`src/rtl/irq_dispatcher_pkg.sv`:
```
// Shared definitions for the interrupt dispatcher: state encodings,
// parameter defaults and the vector address helper.
package irq_dispatcher_pkg;

    localparam int          NUM_IRQ_DEF    = 4;
    localparam int          ID_W_DEF       = 2;
    localparam logic [31:0] VEC_BASE_DEF   = 32'h0000_0100;
    localparam logic [31:0] VEC_STRIDE_DEF = 32'h0000_0010;
    localparam int          HOLDOFF_DEF    = 2;

    typedef enum logic [2:0] {
        IDLE    = 3'd0,
        PEND    = 3'd1,
        SERVICE = 3'd2,
        CLEAR   = 3'd3,
        HOLD    = 3'd4
    } state_t;

    // Handler address, 32-bit arithmetic wrapping mod 2^32.
    function automatic logic [31:0] vec_addr(
        input logic [31:0] id,
        input logic [31:0] base,
        input logic [31:0] stride
    );
        return base + id * stride;
    endfunction

endpackage

```
`src/rtl/irq_dispatcher_id_decoder.sv`:
```
// ID to one-hot decoder, the inverse of the priority encoder.
// Ports: en (gate), id (encoded ID), onehot (decoded line, 0 when en=0).
module irq_id_decoder #(
    parameter int NUM_IRQ = 4,
    parameter int ID_W    = 2
) (
    input  logic               en,
    input  logic [ID_W-1:0]    id,
    output logic [NUM_IRQ-1:0] onehot
);

    always_comb begin
        onehot = '0;
        if (en) begin
            onehot[id] = 1'b1;
        end
    end

endmodule

```
`src/rtl/irq_dispatcher.sv`:
```
// CPU-side interrupt handshake: request, ack, end-of-interrupt, clear.
// Ports: clk/rst, irq_valid/irq_id from the encoder, global_en/mask,
// cpu_intr/cpu_vector/cpu_ack/cpu_eoi to the core, irq_clr and
// in_service back to the sources, busy and spurious_cnt status.
module irq_dispatcher
    import irq_dispatcher_pkg::*;
#(
    parameter int          NUM_IRQ    = NUM_IRQ_DEF,
    parameter int          ID_W       = ID_W_DEF,
    parameter logic [31:0] VEC_BASE   = VEC_BASE_DEF,
    parameter logic [31:0] VEC_STRIDE = VEC_STRIDE_DEF,
    parameter int          HOLDOFF    = HOLDOFF_DEF
) (
    input  logic               clk,
    input  logic               rst,
    input  logic               irq_valid,
    input  logic [ID_W-1:0]    irq_id,
    input  logic               global_en,
    input  logic [NUM_IRQ-1:0] mask,
    output logic               cpu_intr,
    output logic [31:0]        cpu_vector,
    input  logic               cpu_ack,
    input  logic               cpu_eoi,
    output logic [NUM_IRQ-1:0] irq_clr,
    output logic [NUM_IRQ-1:0] in_service,
    output logic               busy,
    output logic [7:0]         spurious_cnt
);

    localparam int CNT_W = (HOLDOFF > 1) ? $clog2(HOLDOFF + 1) : 1;

    state_t             state, state_n;
    logic [ID_W-1:0]    id_q, id_n;
    logic [CNT_W-1:0]   cnt_q, cnt_n;
    logic               spur_inc;
    logic               accept;
    logic               dec_en;
    logic [NUM_IRQ-1:0] dec_oh;

    assign accept = irq_valid & global_en & ~mask[irq_id];

    always_comb begin
        state_n  = state;
        id_n     = id_q;
        cnt_n    = cnt_q;
        spur_inc = 1'b0;
        unique case (state)
            IDLE: begin
                if (accept) begin
                    state_n = PEND;
                    id_n    = irq_id;
                end
            end
            PEND: begin
                // Ack beats a simultaneous withdraw; eoi is not looked at.
                if (cpu_ack) begin
                    state_n = SERVICE;
                end else if (mask[id_q] | ~global_en) begin
                    state_n  = IDLE;
                    spur_inc = 1'b1;
                end
            end
            SERVICE: begin
                if (cpu_eoi) begin
                    state_n = CLEAR;
                end
            end
            CLEAR: begin
                state_n = HOLD;
                cnt_n   = CNT_W'(HOLDOFF - 1);
            end
            HOLD: begin
                // Leave on the cycle the counter steps down to zero, so the
                // next sample lands HOLDOFF cycles after the clear pulse.
                if (cnt_q <= CNT_W'(1)) begin
                    state_n = IDLE;
                    cnt_n   = '0;
                end else begin
                    cnt_n = cnt_q - CNT_W'(1);
                end
            end
            default: begin
                state_n = IDLE;
            end
        endcase
    end

    assign dec_en = (state_n == SERVICE) | (state_n == CLEAR);

    irq_id_decoder #(
        .NUM_IRQ (NUM_IRQ),
        .ID_W    (ID_W)
    ) u_dec (
        .en     (dec_en),
        .id     (id_n),
        .onehot (dec_oh)
    );

    always_ff @(posedge clk or posedge rst) begin
        if (rst) begin
            state <= IDLE;
            id_q  <= '0;
            cnt_q <= '0;
        end else begin
            state <= state_n;
            id_q  <= id_n;
            cnt_q <= cnt_n;
        end
    end

    // Outputs are registered from the next-state view so they line up
    // with the state they describe.
    always_ff @(posedge clk or posedge rst) begin
        if (rst) begin
            cpu_intr   <= 1'b0;
            cpu_vector <= '0;
            irq_clr    <= '0;
            in_service <= '0;
            busy       <= 1'b0;
        end else begin
            cpu_intr   <= (state_n == PEND);
            cpu_vector <= (state_n == PEND)
                        ? vec_addr(32'(id_n), VEC_BASE, VEC_STRIDE)
                        : '0;
            irq_clr    <= (state_n == CLEAR) ? dec_oh : '0;
            in_service <= (state_n == SERVICE) ? dec_oh : '0;
            busy       <= (state_n != IDLE);
        end
    end

    always_ff @(posedge clk or posedge rst) begin
        if (rst) begin
            spurious_cnt <= '0;
        end else if (spur_inc && spurious_cnt != 8'hFF) begin
            spurious_cnt <= spurious_cnt + 8'd1;
        end
    end

endmodule
```
`config.mk`:
```
export PLATFORM = sky130hd
export DESIGN_NAME = irq_dispatcher
export DESIGN_NICKNAME = d
export VERILOG_FILES = /design/src/rtl/irq_dispatcher_pkg.sv /design/src/rtl/irq_dispatcher_id_decoder.sv /design/src/rtl/irq_dispatcher.sv
export SDC_FILE = /design/constraint.sdc
export NUM_CORES = 1
export LEC_CHECK = 0
export CAP_MARGIN = 20
export CORE_ASPECT_RATIO = 1.4
export CORE_MARGIN = 2
export CORE_UTILIZATION = 43
export DETAILED_ROUTE_END_ITERATION = 10
export MAX_ROUTING_LAYER = met4
export PLACE_DENSITY = 0.8
export SLEW_MARGIN = 15
export SYNTH_ARGS = -nofsm -noshare
export SYNTH_HDL_FRONTEND = slang
export SYNTH_SLANG_ARGS = --single-unit
```
`constraint.sdc`:
```
create_clock -name clk -period 1.85 [get_ports clk]
set_input_delay 0.4625 -clock clk [delete_from_list [all_inputs] [get_ports clk]]
set_output_delay 0.4625 -clock clk [all_outputs]
set_load 0.1 [all_outputs]
```
==> insert_results.sql, run 1 <==
INSERT INTO impl_metrics (metric_group, metric, value, unit) VALUES
('logic_synthesis', 'synth_top_area_cell', 'sky130_fd_sc_hd__dfrtp_1', ''),
('setup_path', 'timing.critical_path.required', '2.03', 'ns'),
('logic_synthesis', 'synth.top_cell.area_share', '0.4455', ''),
('drt', 'vias', '1074', ''),
('setup_path', 'crit_fanout', '5', ''),
('setup_path', 'timing.critical_path.from_type', 'primary input', ''),
('logic_synthesis', 'post_synthesis_average_cell_area', '11.15', 'um2'),
('logic_synthesis', 'ys_ff_latch', '27', ''),
('setup_path', 'timing.critical_path.cells', 'clkdlybuf4s50_1 > nand4bb_4 > o31a_1 > o22ai_2 > inv_2 > nor3_2', ''),
('logic_synthesis', 'ys_seq_area_frac', '0.4455', ''),
('logic_synthesis', 'yosys_warnings', '0', ''),
('logic_synthesis', 'synthArstFlopShare', '1.000', ''),
('floorplanning', 'fp-row-count', '25', ''),
('logic_synthesis', 'synth_edf_count', '0', ''),
('power', 'worst_ir_drop_vdd', '1.516', 'mV'),
('grt', 'first_pass_grt_wire_length', '4.919', 'mm'),
('power', 'p_per_area', '1277', 'mW/mm2'),
('drt', 'antenna_left', '0', ''),
('sta', 'maxSlewViolCount', '0', ''),
('clocking', 'clkSlewWorstSetupHoldPaths', '0.09', 'ns'),
('setup_path', 'critical_path.n_buffers_inverters', '2', ''),
('clocking', 'cts_sinks', '27', ''),
('sta', 'period_needed', '1.838', 'ns'),
('grt', 'grt_max_degree', '15', ''),
('clocking', 'cts.root.buffer_cell', 'sky130_fd_sc_hd__clkbuf_8', ''),
('floorplanning', 'fp.dieArea', '0.004024', 'mm2'),
('setup_path', 'criticalPathCategory', 'primary input to flip-flop', ''),
('drt', 'drc', '0', ''),
('grt', 'grt_pass1_vias', '1100', ''),
('cells_and_area', 'sequential_cell_area', '691.9', 'um2'),
('drt', 'vias_per_cell', '4.816', ''),
('setup_path', 'critPathMaxStageDelay', '0.52', 'ns'),
('sta', 'report.final.hold_viol_count', '0', ''),
('setup_path', 'worst_setup_path_end_kind', 'flip-flop', ''),
('place', 'dp_hpwl', '2.670', 'mm'),
('floorplanning', 'io_pins', '62', ''),
('flow_run', 'drv_cap', '0', ''),
('setup_path', 'timing.rr.start', 'state[2]$_DFF_PP0_', ''),
('clocking', 'clock_path_buffers', '2', ''),
('grt', 'grt_overflow_total', '0', ''),
('cells_and_area', 'final_core_area_utilization', '0.6404', ''),
('drt', 'drt_first_pass_iters', '4', ''),
('cells_and_area', 'antenna_cells_inserted', '0', ''),
('grt', 'grt.total_usage', '0.1761', ''),
('floorplanning', 'chipHeight', '74.27', 'um'),
('setup_path', 'crit_path_top_delay_cell', 'sky130_fd_sc_hd__clkdlybuf4s50_1', ''),
('place', 'port_buffers', '32', ''),
('logic_synthesis', 'synth_area_leaders', 'sky130_fd_sc_hd__dfrtp_1, sky130_fd_sc_hd__buf_4, sky130_fd_sc_hd__xor2_1, sky130_fd_sc_hd__nor3_1, sky130_fd_sc_hd__mux2i_1', ''),
('logic_synthesis', 'synth.lib_cells_used.distinct', '43', ''),
('clocking', 'cts_max_level', '1', ''),
('drt', 'routed_wl', '3.367', 'mm'),
('place', 'final_gp_congestion', '0.7839', ''),
('clocking', 'clock_tree_from_tritoncts', 'yes', ''),
('sta', 'fin_tns_setup', '0', 'ns'),
('status', 'outcome', 'finished clean', ''),
('cells_and_area', 'flow.area_growth_from_synthesis', '42.66', '%'),
('clocking', 'clock_insertion_delay_worst_skew', '0.27', 'ns'),
('setup_path', 'path_delay_family', 'buffers and inverters', ''),
('setup_path', 'arrival_time_reported_for_the_critical_path_endpoint', '2.02', 'ns'),
('power', 'fin_total_pwr', '0.002762', 'W'),
('cells_and_area', 'final-instance-count-excl-fill', '223', ''),
('cells_and_area', 'nFillCells', '252', ''),
('logic_synthesis', 'synth_top_flop_cell', 'sky130_fd_sc_hd__dfrtp_1', ''),
('grt', 'grt_antenna_before_repair', '0', ''),
('cells_and_area', 'final_net_count', '197', ''),
('floorplanning', 'placeableCoreArea', '0.003378', 'mm2'),
('drt', 'wl_per_cell', '15.10', 'um'),
('sta', 'post-route-period-util', '0.9937', ''),
('sta', 'final.setup_skew', '0.004693', 'ns'),
('floorplanning', 'initial_core_util', '0.4489', ''),
('setup_path', 'startpoint', 'global_en', '');
==> timing repair <==
| action | CTS | global route |
|---|---|---|
| setup buffers | 1 | 0 |
| setup endpoints to repair | 8 | 5 |
| resized for setup | 7 | 4 |
| pin swaps | 2 | 0 |
==> worst reg2reg max path, stage by stage (launching register included) <==
cell and delay [ns]:
sky130_fd_sc_hd__dfrtp_1 0.47, sky130_fd_sc_hd__nand4bb_4 0.30, sky130_fd_sc_hd__o31a_1 0.33, sky130_fd_sc_hd__o22ai_2 0.23, sky130_fd_sc_hd__inv_2 0.10, sky130_fd_sc_hd__nor3_2 0.22
==> cell usage in the layout (no fill, tap or decap), drive strengths merged, types with 2 or more instances in the layout <==
master         count
nor4b              2
nor2b              2
conb              29
or3b               2
xor2               7
nand3              4
nand2              8
clkdlybuf4s50      6
mux2i              3
inv                5
nand3b             2
buf               37
dfrtp             27
nor2               4
nor4               2
o21ai              3
dlygate4sd2        5
clkbuf             4
mux2               2
nand2b             2
nor3              10
==> per-stage QoR <==
stage,hold slack [ns],worst slack (ns)
global placement,0.5065,-0.2655
floorplan,0.4914,0.06353
detailed placement,0.5090,-0.3676
CTS,0.4701,0.01211
finish,0.4600,0.01166
global route,0.4934,-0.04903
==> cell usage after synthesis (all sizes together), types with 2 or more instances <==
| master | instances |
|---|---|
| nor3 | 10 |
| inv | 5 |
| xor2 | 7 |
| nor4b | 2 |
| dfrtp | 27 |
| nor4 | 2 |
| mux2 | 2 |
| nor2b | 2 |
| nor2 | 4 |
| buf | 33 |
| o21ai | 3 |
| nand2 | 8 |
| mux2i | 3 |
| nand3b | 2 |
| or3b | 2 |
| nand3 | 4 |
| nand2b | 2 |
==> power breakdown <==
part,internal (W),switching [W],leakage (nW)
Clock,0.000154,0.000166,0.0228
Combinational,0.000507,0.00106,0.649
Sequential,0.000710,0.000166,0.344
==> state kept, by name (all words and copies together) (netlist names) <==
register	count
cpu_vector	3
in_service	4
cnt_q	2
busy	1
spurious_cnt	8
irq_clr	4
state	3
id_q	2
==> layout make-up <==
cell class / count / area share
Inverter: 5 / 0.008676
Sequential cell: 27 / 0.3198
Multi-Input combinational cell: 99 / 0.3297
Timing Repair Buffer: 48 / 0.2979
Clock buffer: 4 / 0.02082
Tap cell: 40 / 0.02313
==> cell families after synthesis <==
logic type | synth area share
AO/OA/AOI/OAI | 0.07507
multiplexers | 0.05198
buffers and inverters | 0.1757
XOR/XNOR | 0.04043
adder cells (fa/ha/maj) | 0.008250
AND/OR/NAND/NOR | 0.2005
flip-flops | 0.4455
other | 0.002473
==> routing by layer <==
| metal | wire (um) | global-route usage | share of wire | vias up |
|---|---|---|---|---|
| li1 | - | - | - | 500 |
| met1 | 1199 | 0.1782 | 0.36 | 515 |
| met2 | 1884 | 0.3092 | 0.56 | 50 |
| met3 | 176 | 0.01606 | 0.052 | 9 |
| met4 | 107 | 0.1167 | 0.032 | 0 |
| met5 | 0 | - | 0 | - |
==> worst paths after layout <==
kind	slack (ns)	end	cells after the start
hold reg to reg	0.53	spurious_cnt[5]$_DFFE_PP0P_	1
hold / removal	0.46	spurious_cnt[7]$_DFFE_PP0P_	2
setup reg to reg	0.11	in_service[0]$_DFF_PP0_	5
setup / recovery	0.01	in_service[0]$_DFF_PP0_	6
min in group clk	0.53	spurious_cnt[5]$_DFFE_PP0P_	1
max in group asynchronous	0.92	state[1]$_DFF_PP0_	3
Power figures use the tool's default switching activity.
==> run 2, diff against run 1 <==
--- a/config.mk
+++ b/config.mk
@@ -5,6 +5,7 @@
 export SDC_FILE = /design/constraint.sdc
 export NUM_CORES = 1
 export LEC_CHECK = 0
+export ABC_AREA = 0
 export CAP_MARGIN = 20
 export CORE_ASPECT_RATIO = 1.4
 export CORE_MARGIN = 2
==> results of run 2 <==
Final layout, timing and power as in run 1 (identical DEF).
==> run 3, diff against run 2 <==
--- a/config.mk
+++ b/config.mk
@@ -5,7 +5,6 @@
 export SDC_FILE = /design/constraint.sdc
 export NUM_CORES = 1
 export LEC_CHECK = 0
-export ABC_AREA = 0
 export CAP_MARGIN = 20
 export CORE_ASPECT_RATIO = 1.4
 export CORE_MARGIN = 2
==> constraint.sdc (replaced) <==
create_clock -name clk -period 2 [get_ports clk]
set_input_delay 0.5 -clock clk [delete_from_list [all_inputs] [get_ports clk]]
set_output_delay 0.5 -clock clk [all_outputs]
set_load 0.1 [all_outputs]
==> insert_results.sql, run 3 (synthesized netlist as in run 1, its figures left out) <==
INSERT INTO impl_metrics (metric_group, metric, value, unit) VALUES
('status', 'outcome', 'finished clean', ''),
('setup_path', 'arrival_time_reported_for_the_critical_path_endpoint', '2.09', 'ns'),
('drt', 'wl_per_cell', '14.05', 'um'),
('flow_run', 'drv_cap', '0', ''),
('cells_and_area', 'final-instance-count-excl-fill', '221', ''),
('min_path', 'hold_path.class', 'primary input to asynchronous set/reset pin', ''),
('place', 'dp_hpwl', '2.509', 'mm'),
('cells_and_area', 'final_net_count', '195', ''),
('sta', 'rsz_0062_raised_after_global_routing', 'false', ''),
('sta', 'post-route-period-util', '0.9641', ''),
('floorplanning', 'placeableCoreArea', '0.003378', 'mm2'),
('cells_and_area', 'largest_register_ffs', '8', ''),
('clocking', 'clock_tree_from_tritoncts', 'yes', ''),
('grt', 'grt_antenna_before_repair', '0', ''),
('setup_path', 'critPathMaxStageDelay', '0.49', 'ns'),
('place', 'port_buffers', '32', ''),
('drt', 'drc', '0', ''),
('clocking', 'cts_buffers', '3', ''),
('grt', 'grt_pass1_vias', '1121', ''),
('drt', 'drtIter0Drc', '23', ''),
('sta', 'worst_slack', '0.07173', 'ns'),
('cells_and_area', 'registers_with_the_highest_flip_flop_counts', 'spurious_cnt (8), in_service (4), irq_clr (4)', ''),
('clocking', 'clock_path_buffers', '2', ''),
('drt', 'drt_first_pass_iters', '4', ''),
('setup_path', 'crit_path_top_delay_cell', 'sky130_fd_sc_hd__mux4_2', ''),
('setup_path', 'timing.critical_path.cells', 'clkdlybuf4s50_1 > mux4_2 > nor2b_2 > buf_4 > nor2_2 > mux2_4', ''),
('sta', 'final.setup_skew', '0.004115', 'ns'),
('place', 'place_area', '0.001966', 'mm2'),
('setup_path', 'timing.critical_path.from_type', 'primary input', ''),
('clocking', 'cts_max_level', '1', ''),
('cells_and_area', 'final_core_area_utilization', '0.5963', ''),
('sta', 'period_needed', '1.928', 'ns'),
('sta', 'maxSlewViolCount', '0', ''),
('drt', 'vias', '1069', ''),
('grt', 'grt_max_degree', '18', ''),
('clocking', 'clock_insertion_delay_worst_skew', '0.27', 'ns'),
('grt', 'grt_overflow_total', '0', ''),
('floorplanning', 'fp.dieArea', '0.004024', 'mm2'),
('sta', 'final-setup-viol-count', '0', ''),
('power', 'p_per_area', '1214', 'mW/mm2'),
('cells_and_area', 'antenna_cells_inserted', '0', ''),
('place', 'final_gp_congestion', '0.8037', ''),
('grt', 'first_pass_grt_wire_length', '4.747', 'mm'),
('clocking', 'cts.hold.buffers_added', '0', ''),
('drt', 'antenna_left', '0', ''),
('setup_path', 'timing.critical_path.required', '2.16', 'ns'),
('setup_path', 'critical_path.n_buffers_inverters', '2', ''),
('cells_and_area', 'nFillCells', '291', ''),
('grt', 'grt.total_usage', '0.1698', ''),
('place', 'setup_slack_after_placement', '-0.2572', 'ns'),
('setup_path', 'path_delay_family', 'multiplexers', ''),
('sta', 'timing.hold.ws', '0.5241', 'ns'),
('drt', 'routed_wl', '3.104', 'mm'),
('power', 'worst_ir_drop_vdd', '1.050', 'mV'),
('floorplanning', 'chipHeight', '74.27', 'um'),
('power', 'leakage', '0.9804', 'nW'),
('setup_path', 'crit_fanout', '5', ''),
('floorplanning', 'initial_core_util', '0.4489', ''),
('floorplanning', 'die-width', '54.19', 'um'),
('cells_and_area', 'flow.area_growth_from_synthesis', '32.84', '%'),
('cells_and_area', 'final_common_cell', 'sky130_fd_sc_hd__conb_1', ''),
('floorplanning', 'io_pins', '62', ''),
('setup_path', 'worst_setup_path_end_kind', 'flip-flop', ''),
('clocking', 'cts.root.buffer_cell', 'sky130_fd_sc_hd__clkbuf_8', ''),
('sta', 'report.final.hold_viol_count', '0', ''),
('sta', 'max_freq', '0.5186', 'GHz'),
('cells_and_area', 'layout-drive-gt1-share', '0.3425', ''),
('cells_and_area', 'final_cell_mix', 'sky130_fd_sc_hd__conb_1, sky130_fd_sc_hd__dfrtp_1, sky130_fd_sc_hd__buf_4', ''),
('setup_path', 'criticalPathCategory', 'primary input to flip-flop', ''),
('floorplanning', 'fp-row-count', '25', ''),
('place', 'placed_cells_incl_taps', '217', ''),
('cells_and_area', 'top_register', 'spurious_cnt', ''),
('clocking', 'cts_sinks', '27', ''),
('cells_and_area', 'postLayoutCellArea', '0.002014', 'mm2'),
('clocking', 'clkSlewWorstSetupHoldPaths', '0.09', 'ns'),
('drt', 'vias_per_cell', '4.837', '');
==> run 3: cell count changes in the layout (fill, tap and decap cells not counted), moves of 4 or more <==
cell	before	now
sky130_fd_sc_hd__buf_12	21	13
sky130_fd_sc_hd__buf_4	16	22
sky130_fd_sc_hd__clkdlybuf4s50_1	6	11
sky130_fd_sc_hd__dfrtp_1	18	22
sky130_fd_sc_hd__dlygate4sd2_1	5	0
==> run 3: what timing repair did <==
action | in CTS | in global routing
gates resized for setup | 0 | 1
endpoints found under the setup margin | 0 | 2
buffers inserted | 0 | 0
endpoints found under the hold margin | 0 | 0
==> run 3: metal layers <==
| layer | vias to the layer above | global-route usage | share of wire |
|---|---|---|---|
| li1 | 500 | - | - |
| met1 | 519 | 0.1573 | 0.34 |
| met2 | 46 | 0.3173 | 0.58 |
| met3 | 4 | 0.02008 | 0.058 |
| met4 | 0 | 0.09722 | 0.020 |
| met5 | - | - | 0 |
==> run 3: final cells by class <==
class | instances | area, um2 | area share
clock buffer | 3 | 41.29 | 0.02050
clock inverter | 1 | 5.005 | 0.002484
inverter | 5 | 18.77 | 0.009317
multi-input combinational | 99 | 681.9 | 0.3385
sequential | 27 | 681.9 | 0.3385
tap | 40 | 50.05 | 0.02484
timing repair buffer | 46 | 535.5 | 0.2658
==> run 3: path summary, 6_finish.rpt <==
check / cells after the start / to / slack, ns / from
worst max-delay path: 6 / spurious_cnt[1]$_DFFE_PP0P_ / 0.07 / mask[2]
worst min-delay path: 2 / in_service[0]$_DFF_PP0_ / 0.52 / rst
worst max register to register: 5 / in_service[2]$_DFF_PP0_ / 0.31 / state[2]$_DFF_PP0_
worst min register to register: 1 / spurious_cnt[0]$_DFFE_PP0P_ / 0.55 / spurious_cnt[0]$_DFFE_PP0P_
max in group asynchronous: 3 / spurious_cnt[3]$_DFFE_PP0P_ / 1.03 / rst
min in group clk: 1 / spurious_cnt[0]$_DFFE_PP0P_ / 0.55 / spurious_cnt[0]$_DFFE_PP0P_
==> run 3: power breakdown <==
part           internal [W]  switching (W)  total, W  leakage (nW)
Sequential         0.000645       0.000134  0.000779         0.350
Combinational      0.000398       0.000964   0.00136         0.605
Clock              0.000139       0.000165  0.000305        0.0255
==> run 3: stage by stage <==
step	setup TNS, ns	total power [W]
6_report	0	0.002445
5_1_grt	0	0.002533
4_1_cts	0	0.002456
3_5_place_dp	-3.496	0.002152
3_3_place_gp	-1.903	0.002120
2_1_floorplan	0	0.001810
